`config.mk`:
```
export PLATFORM = sky130hd
export DESIGN_NAME = seq_gen_1101
export DESIGN_NICKNAME = d
export VERILOG_FILES = /design/src/rtl/seq_det_pkg.sv /design/src/rtl/seq_match_model.sv /design/src/rtl/seq_gen_1101.sv
export SDC_FILE = /design/constraint.sdc
export NUM_CORES = 1
export LEC_CHECK = 0
export ABC_CLOCK_PERIOD_IN_PS = 2510
export BUFFER_PORTS_ARGS = -buffer_cell sky130_fd_sc_hd__buf_2
export CORE_UTILIZATION = 57
export DETAILED_ROUTE_END_ITERATION = 10
export PLACE_DENSITY = 0.81
export SETUP_SLACK_MARGIN = 0.02
export SYNTH_ARGS = -nofsm -noshare
export SYNTH_HDL_FRONTEND = slang
export SYNTH_HIERARCHICAL = 1
export SYNTH_SLANG_ARGS = --single-unit
```
`constraint.sdc`:
```
create_clock -name clk -period 2.51 [get_ports clk]
set_clock_uncertainty 0.15 [all_clocks]
set_input_delay 0.1255 -clock clk [delete_from_list [all_inputs] [get_ports clk]]
set_output_delay 0.1255 -clock clk [all_outputs]
set_load 0.03 [all_outputs]
```
`src/rtl/seq_det_pkg.sv`:
```
// Shared definitions for the 1101 stimulus generator and its reference model.
package seq_det_pkg;

  typedef enum logic [1:0] {
    IDLE  = 2'd0,
    SHIFT = 2'd1,
    DONE  = 2'd2
  } state_t;

  localparam logic [3:0] SEQ_1101 = 4'b1101;
  localparam int         SEQ_LEN  = 4;

endpackage

```
`src/rtl/seq_match_model.sv`:
```
// Golden Mealy model of an overlapping 1101 detector: tracks the last four
// transmitted bits and flags the cycle carrying the fourth bit of each hit.
module seq_match_model
  import seq_det_pkg::*;
#(
  parameter int CNT_W = 8
) (
  input  logic               clk,
  input  logic               reset,
  input  logic               clear,
  input  logic               abort,
  input  logic               valid,
  input  logic               x,
  output logic [SEQ_LEN-1:0] hist,
  output logic               z_exp,
  output logic [CNT_W-1:0]   match_cnt
);

  // hist excludes the bit currently on x, so the window is hist[2:0] plus x
  assign z_exp = valid & ({hist[SEQ_LEN-2:0], x} == SEQ_1101);

  // Bit history: cleared by start or abort, shifts only on valid bits
  always_ff @(posedge clk or negedge reset) begin
    if (!reset) begin
      hist <= '0;
    end else if (abort || clear) begin
      hist <= '0;
    end else if (valid) begin
      hist <= {hist[SEQ_LEN-2:0], x};
    end
  end

  // Hit counter: held across abort, cleared by start, saturating at all-ones
  always_ff @(posedge clk or negedge reset) begin
    if (!reset) begin
      match_cnt <= '0;
    end else if (abort) begin
      match_cnt <= match_cnt;
    end else if (clear) begin
      match_cnt <= '0;
    end else if (z_exp && (match_cnt != '1)) begin
      match_cnt <= match_cnt + 1'b1;
    end
  end

endmodule

```
`src/rtl/seq_gen_1101.sv`:
```
// Serial 1101 stimulus transmitter: shifts a captured pattern out MSB-first,
// optionally repeating with no gap, alongside the expected detector response.
module seq_gen_1101
  import seq_det_pkg::*;
#(
  parameter int WIDTH = 16,
  parameter int IDX_W = 4,
  parameter int CNT_W = 8
) (
  input  logic             clk,
  input  logic             reset,
  input  logic             load,
  input  logic [WIDTH-1:0] pattern,
  input  logic             start,
  input  logic             repeat_en,
  input  logic             abort,
  output logic             x,
  output logic             valid,
  output logic             busy,
  output logic             done,
  output logic [IDX_W-1:0] bit_idx,
  output logic [3:0]       hist,
  output logic             z_exp,
  output logic [CNT_W-1:0] match_cnt
);

  localparam logic [IDX_W-1:0] LAST_IDX = IDX_W'(WIDTH - 1);

  state_t           state, state_next;
  logic [WIDTH-1:0] shadow, shadow_next;
  // sreg holds the bits still to be sent after the one on x
  logic [WIDTH-1:0] sreg, sreg_next;
  logic             x_next;
  logic [IDX_W-1:0] idx_next;
  logic             start_ok;

  // State, pattern and serial output registers
  always_ff @(posedge clk or negedge reset) begin
    if (!reset) begin
      state   <= IDLE;
      shadow  <= '0;
      sreg    <= '0;
      x       <= 1'b0;
      bit_idx <= '0;
    end else begin
      state   <= state_next;
      shadow  <= shadow_next;
      sreg    <= sreg_next;
      x       <= x_next;
      bit_idx <= idx_next;
    end
  end

  // Next-state and next-bit selection; abort overrides every other control
  always_comb begin
    state_next  = state;
    shadow_next = shadow;
    sreg_next   = sreg;
    x_next      = 1'b0;
    idx_next    = '0;
    start_ok    = 1'b0;
    if (abort) begin
      state_next = IDLE;
    end else begin
      case (state)
        IDLE: begin
          if (load) shadow_next = pattern;
          if (start) begin
            // Uses shadow_next so a same-cycle load is transmitted at once
            start_ok   = 1'b1;
            state_next = SHIFT;
            x_next     = shadow_next[WIDTH-1];
            sreg_next  = {shadow_next[WIDTH-2:0], 1'b0};
          end
        end
        SHIFT: begin
          if (bit_idx == LAST_IDX) begin
            if (repeat_en) begin
              x_next    = shadow[WIDTH-1];
              sreg_next = {shadow[WIDTH-2:0], 1'b0};
            end else begin
              state_next = DONE;
            end
          end else begin
            x_next    = sreg[WIDTH-1];
            sreg_next = {sreg[WIDTH-2:0], 1'b0};
            idx_next  = bit_idx + 1'b1;
          end
        end
        DONE: begin
          if (load) shadow_next = pattern;
          state_next = IDLE;
        end
        default: state_next = IDLE;
      endcase
    end
  end

  assign valid = (state == SHIFT);
  assign busy  = (state == SHIFT);
  assign done  = (state == DONE);

  seq_match_model #(
    .CNT_W(CNT_W)
  ) u_model (
    .clk       (clk),
    .reset     (reset),
    .clear     (start_ok),
    .abort     (abort),
    .valid     (valid),
    .x         (x),
    .hist      (hist),
    .z_exp     (z_exp),
    .match_cnt (match_cnt)
  );

endmodule

```
# After elaboration in Yosys (flattened, before gate mapping)
# Cells that the tools add are included.
# word_totals
mem_bits_ro,0
latchBits,0
memories,0
ramBits,0
reg_bits,51
# op_classes
multipliers,0
shift,0
bitwise,2
div,0
mux,25
n_eq_ne,10
n_reduce_logical,11
order_cmp,0
add_sub_neg,2
# op_table
cell,n
two-way mux 16 bit,4
case mux 16 bit (2 select lines),1
two-way mux 4 bit,5
two-way mux 8 bit,2
"!= test 3 bit, second input constant",4
"adder 8 x 1 -> 8 bit, second input constant",1
"== test 4 bit, second input constant",2
two-way mux 2 bit,4
"!= test 8 bit, second input constant",1
two-way mux 1 bit,7
nonzero test 2 bit,3
"adder 4 x 1 -> 4 bit, second input constant",1
case mux 2 bit (2 select lines),1
AND reduction 2 bit,2
AND reduction 4 bit,1
AND reduction 3 bit,1
"== test 2 x 1 -> 1 bit, second input constant",1
"== test 2 bit, second input constant",1
zero test 2 bit,1
"!= test 2 bit, second input constant",1
case mux 1 bit (2 select lines),1
OR reduction 2 bit,1
bitwise AND 1 bit,1
logical AND 1 bit,1
2 further kinds,2

# Depth between registers and ports, before layout
# depth
depth_word,5
mapped_depth,8
ltp_nobuf,6

# Hierarchy
# Netlist, hierarchy kept.
# modules_own_cells
module,instances,cells_per_inst,area_each_um2,seq_area_each_um2
seq_gen_1101,1,185,2085.8,950.9
seq_match_model,1,75,711.9,300.3

# Worst setup path after synthesis
# OpenSTA, ideal clock, no wires.
# synth_timing
path_type,reg-to-reg
start,register state[0]
end,register u_model.match_cnt[0]
stages_incl_launch_ff,9
arrival_time_ns,1.996
n_path_buf,2
slack_ns,0.238
t_required_ns,2.234
setup_ns,0.126
cell_sequence,dfrtp_1 nand2b_4 inv_2 buf_2 buf_2 nand4_1 inv_2 nand2_1 a311o_1
# synth_via
elab_chain_len,5
word_cells_on_any_way,9
classes_between,1 x eq/ne; 3 x mux; 1 x bitwise; 4 x reduce/logical
# synth_rtl
element,line_no,source
"start, declared",seq_gen_1101.sv:29,"state_t state, state_next;"
"start signal, assigned",seq_gen_1101.sv:46,state <= state_next;
== test 2 x 1 -> 1 bit,n/a,
named net busy,seq_gen_1101.sv:19,"output logic busy,"
bitwise AND 1 bit,seq_match_model.sv:20,"assign z_exp = valid & ({hist[SEQ_LEN-2:0], x} == SEQ_1101);"
named net z_exp,seq_gen_1101.sv:23,"output logic z_exp,"
logical AND 1 bit,seq_match_model.sv:41,end else if (z_exp && (match_cnt != '1)) begin
nonzero test 2 bit (no source line),n/a,
AND reduction 2 bit (no source line),n/a,
"end signal, assigned",seq_match_model.sv:38,match_cnt <= match_cnt;
"end signal, assigned",seq_match_model.sv:42,match_cnt <= match_cnt + 1'b1;
"end, declared",seq_match_model.sv:16,output logic [CNT_W-1:0] match_cnt
# The timed path passes the listed nets, and every way through them passes these cells.
# A chain may end at the register's enable or synchronous reset.

# Worst setup path after layout
# layout_timing
start,register state[0]
end,output z_exp
# layout_via
elab_chain_len,2
# layout_rtl
element,line_no,source
== test 2 x 1 -> 1 bit,seq_gen_1101.sv:99,assign valid = (state == SHIFT);
bitwise AND 1 bit,seq_match_model.sv:20,
"end, declared",seq_gen_1101.sv:23,
# No other way between the ends.

==> results.json <==
{
  "fin_crit_ns": 2.07,
  "arrival_ns": 1.79,
  "synth-seq-cells": 50,
  "critPathRequiredTime_ns": 2.23,
  "critPathCaptureType": "output port",
  "postLayoutCoreUtil_pct": 69.8,
  "num_rows": 25,
  "cpMostUsedCell": "inv_2",
  "grt_util_all_layers_pct": 24.5,
  "wl_per_cell_um": 15.1,
  "dpl.hpwl_um": 3830,
  "yosysSeqAreaShare_pct": 44.7,
  "yosysMostFrequentCell": "dfrtp_1",
  "timing.hold.ws_ns": 0.104,
  "maxSlewHeadroom_pct": 57.9,
  "clk_latency_ns": 0.30,
  "die_y_um": 72.1,
  "crit_path_start_kind": "register",
  "cts_tree": "yes",
  "tightest_slew_ns": 0.631,
  "timing.final.crit_share_pct": 82.3,
  "drt-total-wl_um": 5830,
  "synth_area_per_cell_um2": 10.8,
  "synthTopCellsByCount": "50 x dfrtp_1, 25 x nor2_1, 20 x mux2i_1",
  "rsz0062_at_grt": "no",
  "crit_buf_inv": 3,
  "drt_iter0_drc": 184,
  "clockBufferDepth": 2,
  "vias": 2204,
  "synthCells": 260,
  "grt_pass1_wl_um": 9890,
  "outcome": "completed",
  "hold_viol": 0,
  "synthTopCellsByArea": "dfrtp_1 45%, mux2i_1 7.2%, mux2_2 6.0%",
  "gp_congestion": 0.832,
  "synth_top_area_cell": "dfrtp_1",
  "crit_chain": "nand2b_4 > inv_2 > nand4_1 > inv_2 > buf_2",
  "grt_start_max_net_pins": 32,
  "fin_tns_setup_ns": 0,
  "io_buffers": 42,
  "vdd_drop_max_mv": 0.403,
  "cts_setup_buffers": 0,
  "slew_violations": 0,
  "switchingPower_w": 0.000594,
  "io_pins": 43,
  "seqPwrFrac_pct": 51.8,
  "clock-sinks": 50,
  "drc": 0,
  "power_w": 0.00196,
  "synthDistinctLibCells": 48,
  "p_int_w": 0.00136,
  "cp_max_fo": 8,
  "core-area_um2": 4720,
  "clkSlewWorstSetupHoldPaths_ns": 0.09,
  "vias_per_cell": 5.71,
  "dieArea_um2": 5190,
  "placed_area_um2": 3030,
  "cap_violations": 0,
  "grt_overflow_total": 0,
  "first_pass_iters": 4,
  "critPathMaxStageDelay_ns": 0.52,
  "yosysWarningCount": 6,
  "grt_pass1_vias": 2065,
  "diodes": 0,
  "syn_area_um2": 2800,
  "synth_ff_type": "dfrtp_1",
  "syn-num-nets": 284,
  "hold_class": "input pin to register",
  "worst-setup-path-type": "register to output port",
  "ant_nets": 0,
  "pwr-share-clk_pct": 24.8,
  "grt_antenna_before_repair": 0,
  "setup_viol": 0,
  "clock-root-buffer": "clkbuf_8",
  "pwr-share-comb_pct": 23.4,
  "p_leak_nw": 1.48,
  "cts_buffers": 5,
  "initial_core_util_pct": 59.2,
  "critical_path.slowest_cell": "dfrtp_1",
  "area_delta_synth_final_pct": 17.8,
  "async_reset_ff_share_pct": 100,
  "drive_gt1_share_pct": 34.2,
  "h-tree-depth": 2,
  "fmax_ghz": 0.484,
  "swShare_pct": 30.3,
  "power_density_nw_per_um2": 594,
  "final_nets": 342,
  "final_area_um2": 3300,
  "die_w_um": 72.1,
  "synth_top_area_share_pct": 44.7,
  "synth_edf_count": 0,
  "critPathTopFamily": "buffers and inverters"
}
## metal layers
metal | wire (µm) | track usage, %
met1 | 2750 | 33.7
met3 | 261 | 4.58
met4 | 72 | 6.97
met5 | 0 | 0
met2 | 2740 | 40.0
## per-stage QoR
stage	setup WS, ns	std cells
after global placement	0.575	360
after floorplan	0.238	260
final	0.444	386
after detailed placement	0.528	360
after global routing	0.317	386
after CTS	0.448	386
## layout by cell type, fill, tap and decap left out, drive strengths merged, types with 10 or more instances in the layout
cell type    Yosys  layout
dlygate4sd3      0      18
buf             15      49
mux2            16      16
mux2i           20      20
nand2           10      10
nor2            39      39
o21ai           14      14
o22a            15      15
dfrtp           50      50
a21oi           18      18
## cell type report
cell class                      instances  area (µm²)
Clock inverter                          1        5.00
Sequential cell                        50        1250
Clock buffer                            7        86.3
Timing Repair Buffer                   67         443
Fill cell                             367        1430
Multi-Input combinational cell        187        1400
Inverter                                7        26.3
Tap cell                               67        83.8
## logic make-up after synthesis
logic type | after synthesis | synth area share, %
DFF | 50 | 44.7
muxes | 36 | 13.6
and+or+nand+nor | 84 | 16.9
adders and majority gates | 2 | 0.894
AOI/OAI and AO/OA | 64 | 18.4
buffers and inverters | 23 | 5.19
xor gates and xnor gates | 1 | 0.313
## sequential cells by signal (all words and copies together), names as in the netlist
signal / cells
x: 1
u_model/match_cnt: 8
bit_idx: 4
sreg: 15
state: 2
shadow: 16
u_model/hist: 4
## tightest hold or removal path: stages
cell,delay [ns]
buf_2,0.09
nor3b_1,0.16
o21a_1,0.15
## final timing paths
check                                     startpoint                                to  slack (ns)  depth (start not counted)
worst min register to register  sreg[12]$_DFFE_PN0P_              sreg[12]$_DFFE_PN0P_        0.37                          2
max in group asynchronous                      reset             shadow[4]$_DFFE_PN0P_        1.50                          3
worst min-delay path                           start                       x$_DFF_PN0_        0.10                          3
min in group asynchronous                      reset  u_model/match_cnt[4]$_DFFE_PN0P_        0.11                          2
worst max register to register  bit_idx[0]$_DFF_PN0_              sreg[13]$_DFFE_PN0P_        0.47                          5
worst max-delay path            state[0]$_DFFE_PN0P_                             z_exp        0.44                          5
## power groups by stage
stage                     clock network, W  logic [W]  registers (W)
final                             0.000485   0.000459        0.00101
after floorplan                          0   0.000321        0.00104
after detailed placement                 0   0.000438        0.00103
after CTS                         0.000498   0.000462        0.00101
after global routing              0.000527   0.000507        0.00103
after global placement                   0   0.000428        0.00102
## what timing repair did
item                                   CTS  global route
hold buffers                            18             0
resized for setup                        0             0
endpoints found under the hold margin   67             0
No activity file was read; power rests on OpenSTA's default activity.
